==> src/rtl/axis_uart_rx_ovs.sv <==
// axis_uart_rx_ovs -- oversampling UART receiver with an AXI-Stream output.
//
// Receives serial characters from rx_i. Each word is presented on m_axis_*
// with {frame_err, parity_err} on tuser. A word that arrives while the
// output register is still full and not being accepted is dropped, and
// overrun_o pulses for one cycle.
//
// Ports:
//   clk_i, rst_i          clock, synchronous active-high reset
//   rx_i                  asynchronous serial line, idle high
//   clk_divider_i         clk_i cycles per oversample tick (0 behaves as 1)
//   parity_odd_i          odd parity (has priority over parity_even_i)
//   parity_even_i         even parity
//   stop2_i               1: two stop bits, 0: one stop bit
//   m_axis_tdata/tuser/tvalid/tready   AXI-Stream master output
//   overrun_o             one-cycle pulse when a word is dropped
//   busy_o                frame in progress (state not IDLE)
//
// Build option: define UART_RX_MAJORITY_EN to decide every bit by a 2-of-3
// vote of the samples at ticks OVERSAMPLE/2-1, OVERSAMPLE/2, OVERSAMPLE/2+1.
// Without it, a single sample at tick OVERSAMPLE/2 is used.
module axis_uart_rx_ovs #(
  parameter int DATA_WIDTH    = 8,
  parameter int OVERSAMPLE    = 16,
  parameter int DIVIDER_WIDTH = 16
) (
  input  logic                     clk_i,
  input  logic                     rst_i,
  input  logic                     rx_i,
  input  logic [DIVIDER_WIDTH-1:0] clk_divider_i,
  input  logic                     parity_odd_i,
  input  logic                     parity_even_i,
  input  logic                     stop2_i,
  output logic [DATA_WIDTH-1:0]    m_axis_tdata,
  output logic [1:0]               m_axis_tuser,
  output logic                     m_axis_tvalid,
  input  logic                     m_axis_tready,
  output logic                     overrun_o,
  output logic                     busy_o
);

  localparam int OSW = $clog2(OVERSAMPLE);
  localparam int BCW = $clog2(DATA_WIDTH + 1);
  // os_cnt_q holds the number of ticks already seen in the current bit, so
  // "tick N" of a bit is the tick seen while os_cnt_q == N-1.
`ifdef UART_RX_MAJORITY_EN
  localparam logic [OSW-1:0] DEC_IDX = OSW'(OVERSAMPLE/2);
`else
  localparam logic [OSW-1:0] DEC_IDX = OSW'(OVERSAMPLE/2 - 1);
`endif
  localparam logic [OSW-1:0] OS_LAST  = OSW'(OVERSAMPLE - 1);
  localparam logic [BCW-1:0] BIT_LAST = BCW'(DATA_WIDTH - 1);

  typedef enum logic [2:0] {S_IDLE, S_START, S_DATA, S_PARITY, S_STOP, S_WAIT} state_e;

  state_e                   state_q, state_d;
  logic                     rx_s1_q, rx_s2_q, rx_prev_q;
  logic [DIVIDER_WIDTH-1:0] div_q, div_cnt_q;
  logic [OSW-1:0]           os_cnt_q;
  logic [BCW-1:0]           bit_cnt_q, bit_cnt_d;
  logic                     stop_cnt_q, stop_cnt_d;
  logic [DATA_WIDTH-1:0]    sh_q, sh_d;
  logic                     par_err_q, par_err_d, frm_err_q, frm_err_d;
  logic                     par_odd_q, par_even_q, stop2_q;
  logic                     fall, tick, samp, bit_val, par_exp, push;

  assign fall    = rx_prev_q & ~rx_s2_q;
  assign tick    = (state_q != S_IDLE) && (div_cnt_q == div_q - DIVIDER_WIDTH'(1));
  assign samp    = tick && (os_cnt_q == DEC_IDX);
  assign par_exp = par_odd_q ? ~^sh_q : ^sh_q;
  assign busy_o  = (state_q != S_IDLE);

`ifdef UART_RX_MAJORITY_EN
  logic [1:0] vote_q;
  assign bit_val = (vote_q[0] & vote_q[1]) | (vote_q[0] & rx_s2_q) | (vote_q[1] & rx_s2_q);

  always_ff @(posedge clk_i) begin
    if (rst_i) vote_q <= 2'b11;
    else if (tick && os_cnt_q == DEC_IDX - OSW'(2)) vote_q[0] <= rx_s2_q;
    else if (tick && os_cnt_q == DEC_IDX - OSW'(1)) vote_q[1] <= rx_s2_q;
  end
`else
  assign bit_val = rx_s2_q;
`endif

  always_comb begin
    state_d    = state_q;
    bit_cnt_d  = bit_cnt_q;
    stop_cnt_d = stop_cnt_q;
    sh_d       = sh_q;
    par_err_d  = par_err_q;
    frm_err_d  = frm_err_q;
    push       = 1'b0;
    case (state_q)
      S_IDLE: if (fall) begin
        state_d    = S_START;
        bit_cnt_d  = '0;
        stop_cnt_d = 1'b0;
        par_err_d  = 1'b0;
        frm_err_d  = 1'b0;
      end
      S_START: if (samp) state_d = bit_val ? S_IDLE : S_DATA;  // high at mid-start = glitch
      S_DATA: if (samp) begin
        sh_d = {bit_val, sh_q[DATA_WIDTH-1:1]};                 // LSB first
        if (bit_cnt_q == BIT_LAST)
          state_d = (par_odd_q | par_even_q) ? S_PARITY : S_STOP;
        else
          bit_cnt_d = bit_cnt_q + BCW'(1);
      end
      S_PARITY: if (samp) begin
        par_err_d = (bit_val != par_exp);
        state_d   = S_STOP;
      end
      S_STOP: if (samp) begin
        if (!bit_val) frm_err_d = 1'b1;
        if (stop2_q && !stop_cnt_q) begin
          stop_cnt_d = 1'b1;
        end else begin
          push    = 1'b1;
          // a low stop bit may be the start of a break: wait for the line to recover
          state_d = frm_err_d ? S_WAIT : S_IDLE;
        end
      end
      S_WAIT: if (rx_s2_q) state_d = S_IDLE;
      default: state_d = S_IDLE;
    endcase
  end

  always_ff @(posedge clk_i) begin
    if (rst_i) begin
      state_q    <= S_IDLE;
      rx_s1_q    <= 1'b1;
      rx_s2_q    <= 1'b1;
      rx_prev_q  <= 1'b1;
      div_q      <= DIVIDER_WIDTH'(1);
      div_cnt_q  <= '0;
      os_cnt_q   <= '0;
      bit_cnt_q  <= '0;
      stop_cnt_q <= 1'b0;
      sh_q       <= '0;
      par_err_q  <= 1'b0;
      frm_err_q  <= 1'b0;
      par_odd_q  <= 1'b0;
      par_even_q <= 1'b0;
      stop2_q    <= 1'b0;
    end else begin
      rx_s1_q    <= rx_i;
      rx_s2_q    <= rx_s1_q;
      rx_prev_q  <= rx_s2_q;
      state_q    <= state_d;
      bit_cnt_q  <= bit_cnt_d;
      stop_cnt_q <= stop_cnt_d;
      sh_q       <= sh_d;
      par_err_q  <= par_err_d;
      frm_err_q  <= frm_err_d;
      // counters stay at 0 in IDLE so bit timing is anchored to the start edge
      if (state_q == S_IDLE) begin
        div_cnt_q <= '0;
        os_cnt_q  <= '0;
      end else if (tick) begin
        div_cnt_q <= '0;
        os_cnt_q  <= (os_cnt_q == OS_LAST) ? '0 : os_cnt_q + OSW'(1);
      end else begin
        div_cnt_q <= div_cnt_q + DIVIDER_WIDTH'(1);
      end
      // frame configuration is frozen at the start edge
      if (state_q == S_IDLE && fall) begin
        div_q      <= (clk_divider_i == '0) ? DIVIDER_WIDTH'(1) : clk_divider_i;
        par_odd_q  <= parity_odd_i;
        par_even_q <= parity_even_i;
        stop2_q    <= stop2_i;
      end
    end
  end

  // Output register: a push wins over a pending word only if that word leaves this cycle.
  always_ff @(posedge clk_i) begin
    if (rst_i) begin
      m_axis_tdata  <= '0;
      m_axis_tuser  <= '0;
      m_axis_tvalid <= 1'b0;
      overrun_o     <= 1'b0;
    end else begin
      overrun_o <= 1'b0;
      if (push) begin
        if (!m_axis_tvalid || m_axis_tready) begin
          m_axis_tdata  <= sh_q;
          m_axis_tuser  <= {frm_err_d, par_err_q};
          m_axis_tvalid <= 1'b1;
        end else begin
          overrun_o <= 1'b1;
        end
      end else if (m_axis_tvalid && m_axis_tready) begin
        m_axis_tvalid <= 1'b0;
      end
    end
  end

endmodule
==> config.mk <==
export PLATFORM = sky130hd
export DESIGN_NAME = axis_uart_rx_ovs
export DESIGN_NICKNAME = d
export VERILOG_FILES = /design/src/rtl/axis_uart_rx_ovs.sv
export SDC_FILE = /design/constraint.sdc
export NUM_CORES = 1
export LEC_CHECK = 0
export ABC_AREA = 1
export CAP_MARGIN = 20
export CELL_PAD_IN_SITES_DETAIL_PLACEMENT = 1
export CELL_PAD_IN_SITES_GLOBAL_PLACEMENT = 1
export CORE_MARGIN = 2
export CORE_UTILIZATION = 39
export CTS_BUF_LIST = sky130_fd_sc_hd__clkbuf_8
export CTS_CLUSTER_SIZE = 30
export DETAILED_ROUTE_END_ITERATION = 7
export GPL_TIMING_DRIVEN = 0
export PLACE_DENSITY = 0.77
export SLEW_MARGIN = 0
export SYNTH_ARGS = -nofsm -noshare
export SYNTH_HDL_FRONTEND = slang
export SYNTH_SLANG_ARGS = --single-unit
==> constraint.sdc <==
create_clock -name clk_i -period 2.3 [get_ports clk_i]
set_clock_uncertainty 0.05 [all_clocks]
set_input_delay 0.345 -clock clk_i [delete_from_list [all_inputs] [get_ports clk_i]]
set_output_delay 0.345 -clock clk_i [all_outputs]
set_load 0.05 [all_outputs]
==> flow_summary.json <==
{
  "setup_tns_ns": -1.03,
  "design.core.area_sq_um": 10300,
  "end_kind": "flip-flop",
  "powerDensity_nw_per_um2": 837,
  "holdPathEnd": "bit_val",
  "drtIter0Drc": 151,
  "failed_checks": "negative setup slack",
  "r2r_setup_slack_ns": -0.09,
  "drc": 0,
  "cts_buffers": 9,
  "hp-class": "flip-flop to flip-flop",
  "synth_top_area_frac": 0.348,
  "cpMaxStageDelayCell": "dfxtp_1",
  "worst-slew-pin-transition_ns": 0.757,
  "cp.required_ns": 2.51,
  "dr.pass1.iters": 6,
  "fin_crit_sh": 1.04,
  "wl_per_cell_um": 15.0,
  "ys_seq_area_frac": 0.348,
  "min_period_ns": 2.39,
  "syn_inst": 614,
  "synthSimpleGateAreaFrac": 0.412,
  "maxCapViolations": 0,
  "ant_nets": 0,
  "hpwlAfterDp_mm": 9.11,
  "start_util": 0.402,
  "clkLatencyLatePin_ns": 0.36,
  "synthFlopType": "dfxtp_1",
  "htree_levels": 3,
  "nets": 701,
  "grt_pass1_wl_mm": 20.0,
  "gp_congestion": 0.870,
  "gr-total-overflow": 0,
  "cp_num_buf_inv": 2,
  "ys_ff_latch": 72,
  "ir_drop_v": 0.000385,
  "grt_antenna_before_repair": 0,
  "max_slew_margin": 0.491,
  "crit_type": "flip-flop to flip-flop",
  "synth_compound_area_frac": 0.0763,
  "place_inst": 785,
  "yosysMostFrequentCell": "nand2_1",
  "port_buffers": 35,
  "antenna_cells": 0,
  "fillers": 1338,
  "hold_violations": 0,
  "yosysUniqueCellTypes": 40,
  "critical_path.cell_chain": "inv_1 -> nand2_1 -> nor2_2 -> o21ai_1 -> nand2_1 -> nand2_1 -> nor2_1 -> nand3_2 -> nor2_4 -> nand4_1 -> nand2_2 -> buf_6 -> nand3_2 -> nand2_1 -> nor2_1",
  "synth-edff-count": 0,
  "syn_area_per_cell_sq_um": 6.75,
  "synthToLayoutAreaGrowth_pct": 27.5,
  "row_count": 37,
  "pre_cts_slack_ns": -0.403,
  "synth.top_cells.by_count": "140 x nand2_1, 98 x nor2_1, 73 x inv_1, 72 x dfxtp_1, 37 x nand3_1",
  "grt_max_degree": 13,
  "syn_area_sq_um": 4150,
  "cpMostUsedCell": "nand2_1",
  "wirelength_mm": 12.2,
  "synth_area_leader_cell": "dfxtp_1",
  "crit_path_start_kind": "flip-flop",
  "synthXorXnorAreaFrac": 0.0613,
  "critPathArrivalTime_ns": 2.60,
  "synth_adder_area_share": 0.0121,
  "synth_top_family_by_area": "simple AND/OR/NAND/NOR gates",
  "r2r_end": "state_q[0]",
  "yosys_warnings": 0,
  "leakage_uw": 0.00235,
  "root_buffer": "clkbuf_8",
  "dieArea_sq_um": 11500,
  "synthTopCellsByArea": "dfxtp_1 35%, nand2_1 13%, nor2_1 8.9%",
  "cts.clk_slew.worst_paths_ns": 0.08,
  "track_usage": 0.220,
  "finalWorstSetupSlack_ns": -0.0857,
  "regToRegStartpoint": "div_q[4]",
  "ios": 36,
  "rr_worst_depth": 15,
  "synthMuxAreaShare": 0,
  "ctsHoldBuffers": 0,
  "status": "finished, violations left",
  "hold_depth": 1,
  "synth_nets": 641,
  "rsz0062_at_grt": "true",
  "fmax_ghz": 0.419,
  "cts_tree": "done",
  "fp.dieH_um": 107,
  "min_from": "rx_s1_q",
  "stdcell_count": 814,
  "vias": 4059,
  "setup_viol": 21,
  "crit_family": "simple AND/OR/NAND/NOR gates",
  "cts_num_sinks": 72,
  "drive_above_1_share": 0.220,
  "async_reset_ff_frac": 0,
  "grt_pass1_vias": 4143,
  "fin_area_sq_um": 5290,
  "max_stage_delay_ns": 0.39,
  "crit_fanout": 4,
  "drv_slew": 0,
  "cts_max_path_buffers": 2,
  "die_x_um": 107,
  "via_per_inst": 4.99,
  "placed_cell_area_sq_um": 4670
}
-- placed cells by master (no fill, tap or decap), drive strengths merged, types with 3 or more instances in the layout --
cell and count:
nand2 156, nor2 113, inv 78, dfxtp 72, nand3 40, clkdlybuf4s50 34
o21ai 29, a21oi 25, buf 22, xor2 17, nand4 17, clkbuf 15
xnor2 12, nor3 12, or2 6, nor4 5, ha 4, clkinv 4
and3 3
-- layer usage --
layer	up-vias	routed length [um]	GRT usage
met2	60	5700	0.360
li1	2062	-	-
met5	-	0	0
met1	1922	5880	0.294
met3	15	374	0.0292
met4	0	213	0.0835
-- cell families (layout without fill, tap and decap cells) --
kind of cell	Yosys count	in the layout
fa+ha+maj	4	4
compound gates	60	60
simple gates	356	356
flops	72	72
xor+xnor	29	29
buf+inv	93	157
-- what timing repair did --
action / in CTS / in global routing
gates cloned: 0 / 0
setup endpoints to repair: 46 / 54
resized for setup: 47 / 50
pin swaps: 34 / 27
buffers inserted: 10 / 5
-- how the worst max path moves through the flow --
stage / cells past startpoint / startpoint / to / slack, ns
floorplan: 17 / div_q[0] / state_q[2] / 0.15
global placement: 17 / div_q[0] / state_q[0] / -0.31
detailed placement: 17 / div_q[0] / state_q[0] / -0.40
CTS: 18 / div_q[0] / state_q[2] / -0.04
global route: 17 / div_q[0] / state_q[1] / -0.27
finish: 15 / div_q[4] / state_q[0] / -0.09
-- report_power, final --
part | total, uW | leakage, uW | internal (uW) | switching, uW
Clock | 1140 | 0.000108 | 634 | 504
Combinational | 1860 | 0.00165 | 629 | 1230
Sequential | 1430 | 0.000585 | 1330 | 96.7
Total | 4420 | 0.00235 | 2590 | 1830
-- through the flow --
stage	utilization	hold WS (ns)	power [uW]
6_report	0.512	0.379	4420
5_1_grt	0.512	0.403	4710
4_1_cts	0.493	0.384	4310
3_5_place_dp	0.452	0.364	2940
3_3_place_gp	0.452	0.342	2890
2_1_floorplan	-	0.339	2520
-- state kept, by name (all words and copies together) (netlist names), 2 cells and up --
signal	cells
bit_cnt_q	4
div_cnt_q	16
div_q	16
m_axis_tdata	8
m_axis_tuser	2
os_cnt_q	4
sh_q	8
state_q	3
-- layout make-up --
class | instances | area [sq um] | share of cell area
flip-flops and latches | 72 | 1450 | 0.275
plain buffers | 13 | 80.1 | 0.0151
inverters | 80 | 305 | 0.0578
repair buffers | 49 | 472 | 0.0892
well taps | 136 | 170 | 0.0322
clock inverters | 5 | 81.3 | 0.0154
multi-input cells | 449 | 2590 | 0.490
clock buffers | 10 | 138 | 0.0260
(Power assumes the default switching activity.)
